`config.mk`:
```
export PLATFORM = sky130hd
export DESIGN_NAME = cheby_eval_fx
export DESIGN_NICKNAME = d
export VERILOG_FILES = /design/src/rtl/cheby_eval_fx.sv
export SDC_FILE = /design/constraint.sdc
export NUM_CORES = 1
export LEC_CHECK = 0
export CORE_MARGIN = 4
export CORE_UTILIZATION = 50
export CTS_CLUSTER_DIAMETER = 50
export DETAILED_ROUTE_END_ITERATION = 16
export DONT_BUFFER_PORTS = 1
export PLACE_DENSITY = 0.7
export SYNTH_ARGS = -nofsm -noshare
export SYNTH_HDL_FRONTEND = slang
export SYNTH_SLANG_ARGS = --single-unit
```
`constraint.sdc`:
```
create_clock -name clk -period 7.25 [get_ports clk]
set_input_delay 1.45 -clock clk [delete_from_list [all_inputs] [get_ports clk]]
set_output_delay 1.45 -clock clk [all_outputs]
set_load 0.05 [all_outputs]
```
`src/rtl/cheby_eval_fx.sv`:
```
// -----------------------------------------------------------------------------
// cheby_eval_fx
//   Evaluates p(x) = sum c[k]*x^k by Horner's rule in signed fixed point.
//   One operand is in flight at a time. A run of degree d loads acc = c[d] at
//   acceptance and then spends d cycles in CALC. The result is held in DONE
//   until the consumer takes it.
//   Each Horner step is acc = sat(((acc*x) >>> FRAC) + c[k]).
//
// Ports
//   clk, rst                 clock (rising edge), synchronous active-high reset
//   in_valid/in_ready        operand handshake
//   in_data, in_deg, in_tag  x, requested degree (clamped to DEG), sideband tag
//   out_valid/out_ready      result handshake
//   out_data, out_tag        p(x) and the tag captured at acceptance
//   coef_we/addr/wdata       coefficient write port; applied only while idle
//   coef_ack                 one-cycle pulse after an applied write
// -----------------------------------------------------------------------------
module cheby_eval_fx #(
  parameter int W     = 16,
  parameter int FRAC  = 12,
  parameter int DEG   = 4,
  parameter int TAG_W = 4,
  localparam int AW   = ((DEG + 1) > 1) ? $clog2(DEG + 1) : 1
) (
  input  logic             clk,
  input  logic             rst,
  input  logic             in_valid,
  output logic             in_ready,
  input  logic [W-1:0]     in_data,
  input  logic [AW-1:0]    in_deg,
  input  logic [TAG_W-1:0] in_tag,
  output logic             out_valid,
  input  logic             out_ready,
  output logic [W-1:0]     out_data,
  output logic [TAG_W-1:0] out_tag,
  input  logic             coef_we,
  input  logic [AW-1:0]    coef_addr,
  input  logic [W-1:0]     coef_wdata,
  output logic             coef_ack
);

  typedef enum logic [1:0] {S_IDLE, S_CALC, S_DONE} state_t;

  localparam logic [AW-1:0] DEG_A = AW'(DEG);

  // Saturation bounds expressed at the width of the unclamped sum.
  localparam logic signed [2*W:0] SAT_MAX = {{(W+2){1'b0}}, {(W-1){1'b1}}};
  localparam logic signed [2*W:0] SAT_MIN = {{(W+2){1'b1}}, {(W-1){1'b0}}};

  state_t               r_state;
  state_t               w_state_next;
  logic [W-1:0]         r_coef [0:DEG];
  logic signed [W-1:0]  r_acc;
  logic signed [W-1:0]  r_x;
  logic [AW-1:0]        r_k;
  logic [TAG_W-1:0]     r_tag;
  logic                 r_coef_ack;

  logic                 w_accept;
  logic                 w_coef_wr;
  logic [AW-1:0]        w_deg;
  logic [W-1:0]         w_coef_rd;
  logic signed [2*W-1:0] w_acc_ext;
  logic signed [2*W-1:0] w_x_ext;
  logic signed [2*W-1:0] w_prod;
  logic signed [2*W-1:0] w_shift;
  logic signed [2*W:0]   w_sum;
  logic signed [W-1:0]   w_sat;

  assign w_accept  = in_valid && (r_state == S_IDLE);
  assign w_coef_wr = coef_we && (r_state == S_IDLE) && (coef_addr <= DEG_A);
  assign w_deg     = (in_deg > DEG_A) ? DEG_A : in_deg;

  // Horner step datapath. Both operands are sign-extended to 2W bits first,
  // so the product is exact. The sum carries one extra bit, so it cannot wrap
  // before it is clamped.
  assign w_coef_rd = r_coef[r_k];
  assign w_acc_ext = {{W{r_acc[W-1]}}, r_acc};
  assign w_x_ext   = {{W{r_x[W-1]}}, r_x};
  assign w_prod    = w_acc_ext * w_x_ext;
  assign w_shift   = w_prod >>> FRAC;
  assign w_sum     = {w_shift[2*W-1], w_shift} + {{(W+1){w_coef_rd[W-1]}}, w_coef_rd};

  always_comb begin
    if (w_sum > SAT_MAX) begin
      w_sat = {1'b0, {(W-1){1'b1}}};
    end else if (w_sum < SAT_MIN) begin
      w_sat = {1'b1, {(W-1){1'b0}}};
    end else begin
      w_sat = w_sum[W-1:0];
    end
  end

  // State register
  always_ff @(posedge clk) begin
    if (rst) begin
      r_state <= S_IDLE;
    end else begin
      r_state <= w_state_next;
    end
  end

  // Next-state logic
  always_comb begin
    w_state_next = r_state;
    case (r_state)
      S_IDLE: begin
        if (in_valid) begin
          w_state_next = (w_deg == '0) ? S_DONE : S_CALC;
        end
      end
      S_CALC: begin
        if (r_k == '0) begin
          w_state_next = S_DONE;
        end
      end
      S_DONE: begin
        if (out_ready) begin
          w_state_next = S_IDLE;
        end
      end
      default: w_state_next = S_IDLE;
    endcase
  end

  // Datapath and coefficient storage. On the acceptance edge the acc load
  // reads r_coef before any write on that same edge lands. Later CALC reads
  // see the write.
  always_ff @(posedge clk) begin
    if (rst) begin
      for (int i = 0; i <= DEG; i++) begin
        r_coef[i] <= '0;
      end
      r_acc      <= '0;
      r_x        <= '0;
      r_k        <= '0;
      r_tag      <= '0;
      r_coef_ack <= 1'b0;
    end else begin
      r_coef_ack <= w_coef_wr;
      if (w_coef_wr) begin
        r_coef[coef_addr] <= coef_wdata;
      end
      if (w_accept) begin
        r_x   <= in_data;
        r_tag <= in_tag;
        r_acc <= r_coef[w_deg];
        r_k   <= (w_deg == '0) ? '0 : (w_deg - AW'(1));
      end else if (r_state == S_CALC) begin
        r_acc <= w_sat;
        if (r_k != '0) begin
          r_k <= r_k - AW'(1);
        end
      end
    end
  end

  assign in_ready  = (r_state == S_IDLE);
  assign out_valid = (r_state == S_DONE);
  assign out_data  = r_acc;
  assign out_tag   = r_tag;
  assign coef_ack  = r_coef_ack;

endmodule

```
==> results of run 1 <==
==> where the power goes <==
part,internal [mW],leakage (nW),switching [mW]
clock network,0.450,0.267,0.429
logic,2.89,8.02,3.13
registers,1.19,1.68,0.185
total,4.53,9.97,3.74
==> path summary, 6_finish.rpt <==
path,cells after the start,slack (ns),to
max reg2reg,34,-0.85,out_data[6]$_SDFFE_PP0N_
min,2,0.57,r_x[6]$_SDFFE_PP0P_
min reg2reg,2,0.57,r_x[6]$_SDFFE_PP0P_
max,34,-0.85,out_data[6]$_SDFFE_PP0N_
==> area by class of cell <==
class	instances	area, um^2
Clock buffer	20	447
Clock inverter	12	85.1
Fill cell	2932	14300
Inverter	302	1130
Multi-Input combinational cell	1268	12700
Sequential cell	173	4830
Tap cell	461	577
Timing Repair Buffer	222	1740
==> metal layers <==
layer | wire length (um) | GRT usage [%] | up-vias
met5 | 0 | 0 | -
met4 | 1070 | 7.04 | 0
met3 | 3330 | 5.67 | 71
met2 | 22300 | 39.7 | 353
met1 | 18100 | 30.2 | 6425
li1 | - | - | 6046
==> cells in the mapped netlist, types with 3 or more instances <==
library cell,number,area (um^2)
and3_2,3,22.5
mux2i_1,10,100
o21ai_0,26,130
o2111ai_1,4,35.0
or2_2,6,37.5
nor3_1,10,50.1
buf_1,6,22.5
nor4_1,4,25.0
and2_1,200,1250
or3_1,3,18.8
edfxtp_1,128,3840
mux2_2,19,214
clkbuf_1,67,251
a211o_1,3,26.3
a21oi_1,59,295
a21o_1,16,120
ha_1,105,1310
a211oi_1,13,97.6
mux4_2,40,901
xor2_1,10,87.6
a21boi_0,4,30.0
o21a_1,9,67.6
nand2_1,213,800
and3_1,4,25.0
a32o_1,3,30.0
o21bai_1,5,37.5
nor2_1,70,263
nand2b_1,9,56.3
xnor2_1,31,272
fa_1,262,5250
inv_1,301,1130
nand3_1,10,50.1
a31oi_1,6,37.5
nor2b_1,13,81.3
nand4_1,6,37.5
dfxtp_1,45,901
==> tightest hold or removal path, delay by kind of cell (launching register included) <==
family / cells / cell delay (ns)
AOI/OAI and AO/OA: 1 / 0.06
and+or+nand+nor: 1 / 0.08
DFF: 1 / 0.40
==> layout by cell type (no fill, tap or decap), types with 8 or more instances in the layout <==
cell,instances
a211oi_1,12
a21o_1,16
a21oi_1,53
and2_1,195
buf_4,210
buf_6,8
clkbuf_16,17
conb_1,48
dfxtp_1,14
dfxtp_2,14
dfxtp_4,17
edfxtp_1,128
fa_1,254
fa_2,8
ha_1,99
inv_1,294
mux2_2,19
mux2i_1,10
mux4_2,40
nand2_1,208
nand2b_1,9
nor2_1,67
nor2b_1,13
nor3_1,9
o21a_1,9
o21ai_0,19
xnor2_1,31
==> state kept, by name (all words and copies together), names as in the netlist, named ones only <==
name      cells
r_k           3
out_tag       4
coef_ack      1
out_data     16
r_x          16
r_coef      128
r_state       2
==> logic make-up (layout without fill, tap and decap cells) <==
kind of cell / count (synthesis) / in the layout / synth area share, %
XOR/XNOR: 41 / 41 / 1.96
adder cells (fa/ha/maj): 367 / 367 / 35.8
other: 1 / 48 / 0.0205
flip-flops: 173 / 173 / 25.9
AND/OR/NAND/NOR: 564 / 564 / 15.4
buffers and inverters: 378 / 556 / 7.79
AO/OA/AOI/OAI: 178 / 179 / 6.57
multiplexers: 69 / 69 / 6.63
==> what timing repair did <==
item,in CTS,in global routing
cloned,1,0
gates resized for setup,42,58
pin swaps,11,33
setup buffers,8,22
setup endpoints to repair,16,16
hold buffers,0,0
==> results.md, run 1 <==
- Via count: 12900
- Worst-case clock skew: a little over 0.03 ns
- Layout area overhead: 17.5%
- Clock root cell: clkbuf_16
- CP most frequent cell: fa_1
- I/O Buffers: 0
- Dpl ws: -1.09 ns
- Fin Setup TNS: -12.34 ns
- Launch point of the worst path: r_x[4]$_SDFFE_PP0P_
- CTS tree: yes
- Max cap viols: 0
- Distinct cell type count after synthesis: 74
- Post-synthesis sequential area ratio: approximately 26%
- Remaining global-route overflow: 0
- Overall routing resource usage: 23.5%
- Antenna violations before repair: 0
- Initial Utilization: between 50% and 60%
- Placed insts: between 2000 and 2500
- Fraction of layout cells with a size suffix above 1: between 20% and 30%
- Ys Warns: 0
- Max IR drop VDD: 0.252 mV
- Worst Hold Slack: 0.566 ns
- Final nets: approximately 2400
- Leakage power: between 9 and 10 nW
- DRC viols: 0
- Die area: between 0.03 and 0.04 mm^2
- Worst hold path class: flop to flop
- Setup ws final: -0.854 ns
- Vias in the first global route: 14000
- Die W: around 200 um
- Fin util: approximately three fifths
- Startpoint Class: flop
- First-pass GRT wire length: ~73 mm
- DP Area: just over 0.02 mm^2
- Pin count of the biggest net entering global routing: 48
- Antenna Cells: 0
- Routed Antenna Nets: 0
- Reg-to-Reg Start: r_x[4]$_SDFFE_PP0P_
- CTS Buf Count: 17
- EDFF count, synth: 128
- Max incr delay on CP: 0.55 ns
- Routed WL: between 40 and 50 mm
- Critical path class: flop to flop
- Total power: approximately 8.3 mW
- Vias per inst: about 5.2
- WL/cell: 18.2 um
- Core ar.: approximately 0.036 mm^2
- DR iter-0 viols: between 800 and 900
- RePlAce Congestion: between 0.8 and 0.9
- CP Max Fanout: 6
- Worst hold start: r_x[6]$_SDFFE_PP0P_
- CP arrival: ~8.4 ns
- Std-Cell Rows: a little under 70
- Worst path bufs/invs: 5
- Pwr per Cell Area: about 380 mW/mm^2
- Worst-margin pin slew: about 1.1 ns
- H-tree levels: 4
- Crit path time final: about 8.1 ns
- Post-Syn Instances: 1771
- DP HPWL: approximately 35 mm
- Ys async rst share: 0%
- Synth Flop Type: edfxtp_1
- Max Clk Rate: between 100 and 150 MHz
- Status: complete, but fails checks
- Clk slew on worst S/H paths: ~0.090 ns
- TritonRoute pass-1 iters: 5
- Seq cells post-synth: 173
- Longest Clk Path Bufs: 2
- Fin. Hold Viols: 0
- Die H: around 200 um
- Slowest CP cell: fa_1
- Delay-heaviest family, CP: adder cells
- Synthesized area: 0.0183 mm^2
- Avg Cell Area, Syn: roughly 10 um^2
- Rel. slew slack: 29.0%
- CP endpoint kind: flop
- Slew Limit Fails: 0
- Post-Layout Cell Count: roughly 2500
- Failing checks: setup timing
- Clock sink count: 173
- RSZ-0062 raised after global routing: true
- Ports: 70
- Finished Cell Area: about 0.022 mm^2
- Final-report setup violation count: 16
- Worst EP required: ~7.6 ns
- Fin crit share: 112%
- Clock Latency Late Sink: roughly 0.46 ns
(Power assumes the default switching activity.)
==> run 2, diff against run 1 <==
- ABC_CLOCK_PERIOD_IN_PS: unset -> 7250
- CORE_UTILIZATION: 50 -> 60
- PLACE_DENSITY: 0.7 -> unset
- PLACE_DENSITY_LB_ADDON: unset -> 0.25
==> results.md, run 2 (same netlist as run 1, synthesis figures left out) <==
- Status: complete, but fails checks
- Failing checks: setup timing
- Longest Clk Path Bufs: 2 (unchanged)
- Clock root cell: clkbuf_16
- CP Max Fanout: 7 (+1)
- Max Clk Rate: 124 MHz (+0.32%)
- Fin crit share: 111% (-0.35 points)
- TritonRoute pass-1 iters: 8 (+3)
- DRC viols: 0 (unchanged)
- Total power: 8.98 mW (+8.6%)
- Most flops, register: r_coef
- Crit path time final: 8.08 ns (-0.0256 ns)
- Leakage power: 10.1 nW (+1.3%)
- Startpoint Class: flop
- Worst-margin pin slew: 1.05 ns (-0.00824 ns)
- DP HPWL: 36.2 mm (+4.6%)
- Vias per inst: 5.61 (+6.9%)
- Flop pwr share: 15.4% (-1.2 points)
- Vias in the first global route: 14700 (+5.0%)
- Max incr delay on CP: 0.60 ns (+0.05 ns)
- Die area: 0.0334 mm^2 (-16%)
- RePlAce Congestion: 0.996 (+13%)
- Clock share of power: 10.4% (-0.2 points)
- Worst-case clock skew: 0.0120 ns (-0.0185 ns)
- Commonest non-fill, non-tap cell in the layout: inv_1
- CTS Buf Count: 17 (unchanged)
- CP arrival: 8.39 ns (-0.03 ns)
- Psw: 4.08 mW (+9.0%)
- Clock sink count: 173 (unchanged)
- Std-Cell Rows: 63 (-8.7%)
- Max IR drop VDD: 0.258 mV (+2.4%)
- Worst hold start: r_x[5]$_SDFFE_PP0P_
- Final-report setup violation count: 16 (unchanged)
- RSZ-0062 raised after global routing: true
- H-tree levels: 4 (unchanged)
- Final nets: 2411 (+0.54%)
- Slew Limit Fails: 0 (unchanged)
- DP Area: 0.0204 mm^2 (-0.11%)
- Combinational cell fraction of total power: 74.2% (+1.4 points)
- Int Pwr: 4.90 mW (+8.3%)
- Overall routing resource usage: 29.5% (+6.0 points)
- Sw Ratio: 45.4% (+0.15 points)
- DR iter-0 viols: 967 (+16%)
- Initial Utilization: 61.4% (+10 points)
- Worst path bufs/invs: 4 (-1)
- Critical path class: flop to flop
- CP endpoint kind: flop
- CP most frequent cell: fa_1
- Launch point of the worst path: out_data[9]$_SDFFE_PP0N_
- WL/cell: 19.8 um (+8.8%)
- I/O Buffers: 0 (unchanged)
- Via count: 13500 (+4.4%)
- Routed Antenna Nets: 0 (unchanged)
- Rel. slew slack: 29.6% (+0.55 points)
- Setup ws final: -0.828 ns (+0.0256 ns)
- Max cap viols: 0 (unchanged)
- Slowest CP cell: fa_2
- Core ar.: 0.0299 mm^2 (-17%)
- Pin count of the biggest net entering global routing: 48 (unchanged)
- Layout area overhead: 19.7%
- First-pass GRT wire length: 77.5 mm (+6.6%)
- Max reg flops: 128 (unchanged)
- Delay-heaviest family, CP: adder cells
- Fraction of layout cells with a size suffix above 1: 24.8% (+2.8 points)
- Antenna Cells: 0 (unchanged)
- Remaining global-route overflow: 0 (unchanged)
- Fin. Hold Viols: 0 (unchanged)
- CTS tree: yes
- Pwr per Cell Area: 409 mW/mm^2 (+6.6%)
- Finished Cell Area: 0.0219 mm^2 (+1.9%)
- Antenna violations before repair: 0 (unchanged)
- Routed WL: 47.6 mm (+6.2%)
- Dpl ws: -1.25 ns (-0.155 ns)
- R2r setup slk: -0.83 ns (+0.03 ns)
- Most frequent cells in the layout: inv_1 (284), fa_1 (249), buf_4 (216)
- Clk slew on worst S/H paths: 0.08 ns (about the same)
- Worst Hold Slack: 0.528 ns (-0.0380 ns)
- Die H: 183 um (-8.4%)
- Ports: 70 (unchanged)
- Fin Setup TNS: -12.06 ns (+0.280 ns)
- Clock Latency Late Sink: 0.44 ns (-0.02 ns)
- Die W: 183 um (-8.4%)
- Worst EP required: 7.57 ns (about the same)
- Reg-to-Reg Start: out_data[9]$_SDFFE_PP0N_
- Worst hold path class: flop to flop
==> run 2: area by class of cell <==
| cell class | count | area (um^2) |
|---|---|---|
| Multi-Input combinational cell | 1268 | 13000 |
| Fill cell | 2047 | 7930 |
| Sequential cell | 173 | 4830 |
| Timing Repair Buffer | 235 | 1900 |
| Inverter | 302 | 1130 |
| Tap cell | 390 | 488 |
| Clock buffer | 17 | 425 |
| Clock inverter | 15 | 174 |
==> run 2: path summary, 6_finish.rpt <==
kind                                   end  depth (start not counted)
hold reg to reg        r_x[5]$_SDFFE_PP0P_                          2
setup / recovery  out_data[6]$_SDFFE_PP0N_                         33
setup reg to reg  out_data[6]$_SDFFE_PP0N_                         33
hold / removal         r_x[5]$_SDFFE_PP0P_                          2
==> run 2: timing repair <==
item,CTS,global route
hold endpoints to repair,0,0
buffers inserted,30,8
hold buffers,0,0
resized for setup,77,77
pin swaps,34,69
cloned,1,0
endpoints found under the setup margin,16,16
==> run 2: power groups by stage <==
stage	Clock, mW	Combinational [mW]	Sequential [mW]
after global routing	0.992	7.18	1.40
after CTS	0.942	6.08	1.38
final	0.936	6.66	1.39
after global placement	0	5.41	1.41
after detailed placement	0	5.52	1.41
after floorplan	0	3.41	1.41
==> run 2: routing by layer <==
layer | share of wire, % | global-route usage (%) | up-vias
met2 | 50 | 50.2 | 512
met4 | 3.0 | 8.37 | 0
met3 | 7.4 | 6.62 | 103
met1 | 40 | 38.5 | 6765
li1 | - | - | 6080
met5 | 0 | 0 | -
==> run 2: worst reg2reg max path, delay by kind of cell (launching register included) <==
family	cells	cell delay (ns)
and+or+nand+nor	10	1.47
xor gates and xnor gates	1	0.15
AOI/OAI and AO/OA	10	2.07
adders and majority gates	8	3.57
DFF	1	0.44
buffers and inverters	4	0.28
==> run 2: stage by stage <==
stage / utilization (%) / instances
2_1_floorplan: - / 1818
3_3_place_gp: 68.4 / 2330
3_5_place_dp: 68.4 / 2330
4_1_cts: 72.1 / 2393
5_1_grt: 73.4 / 2400
6_report: 73.4 / 2400
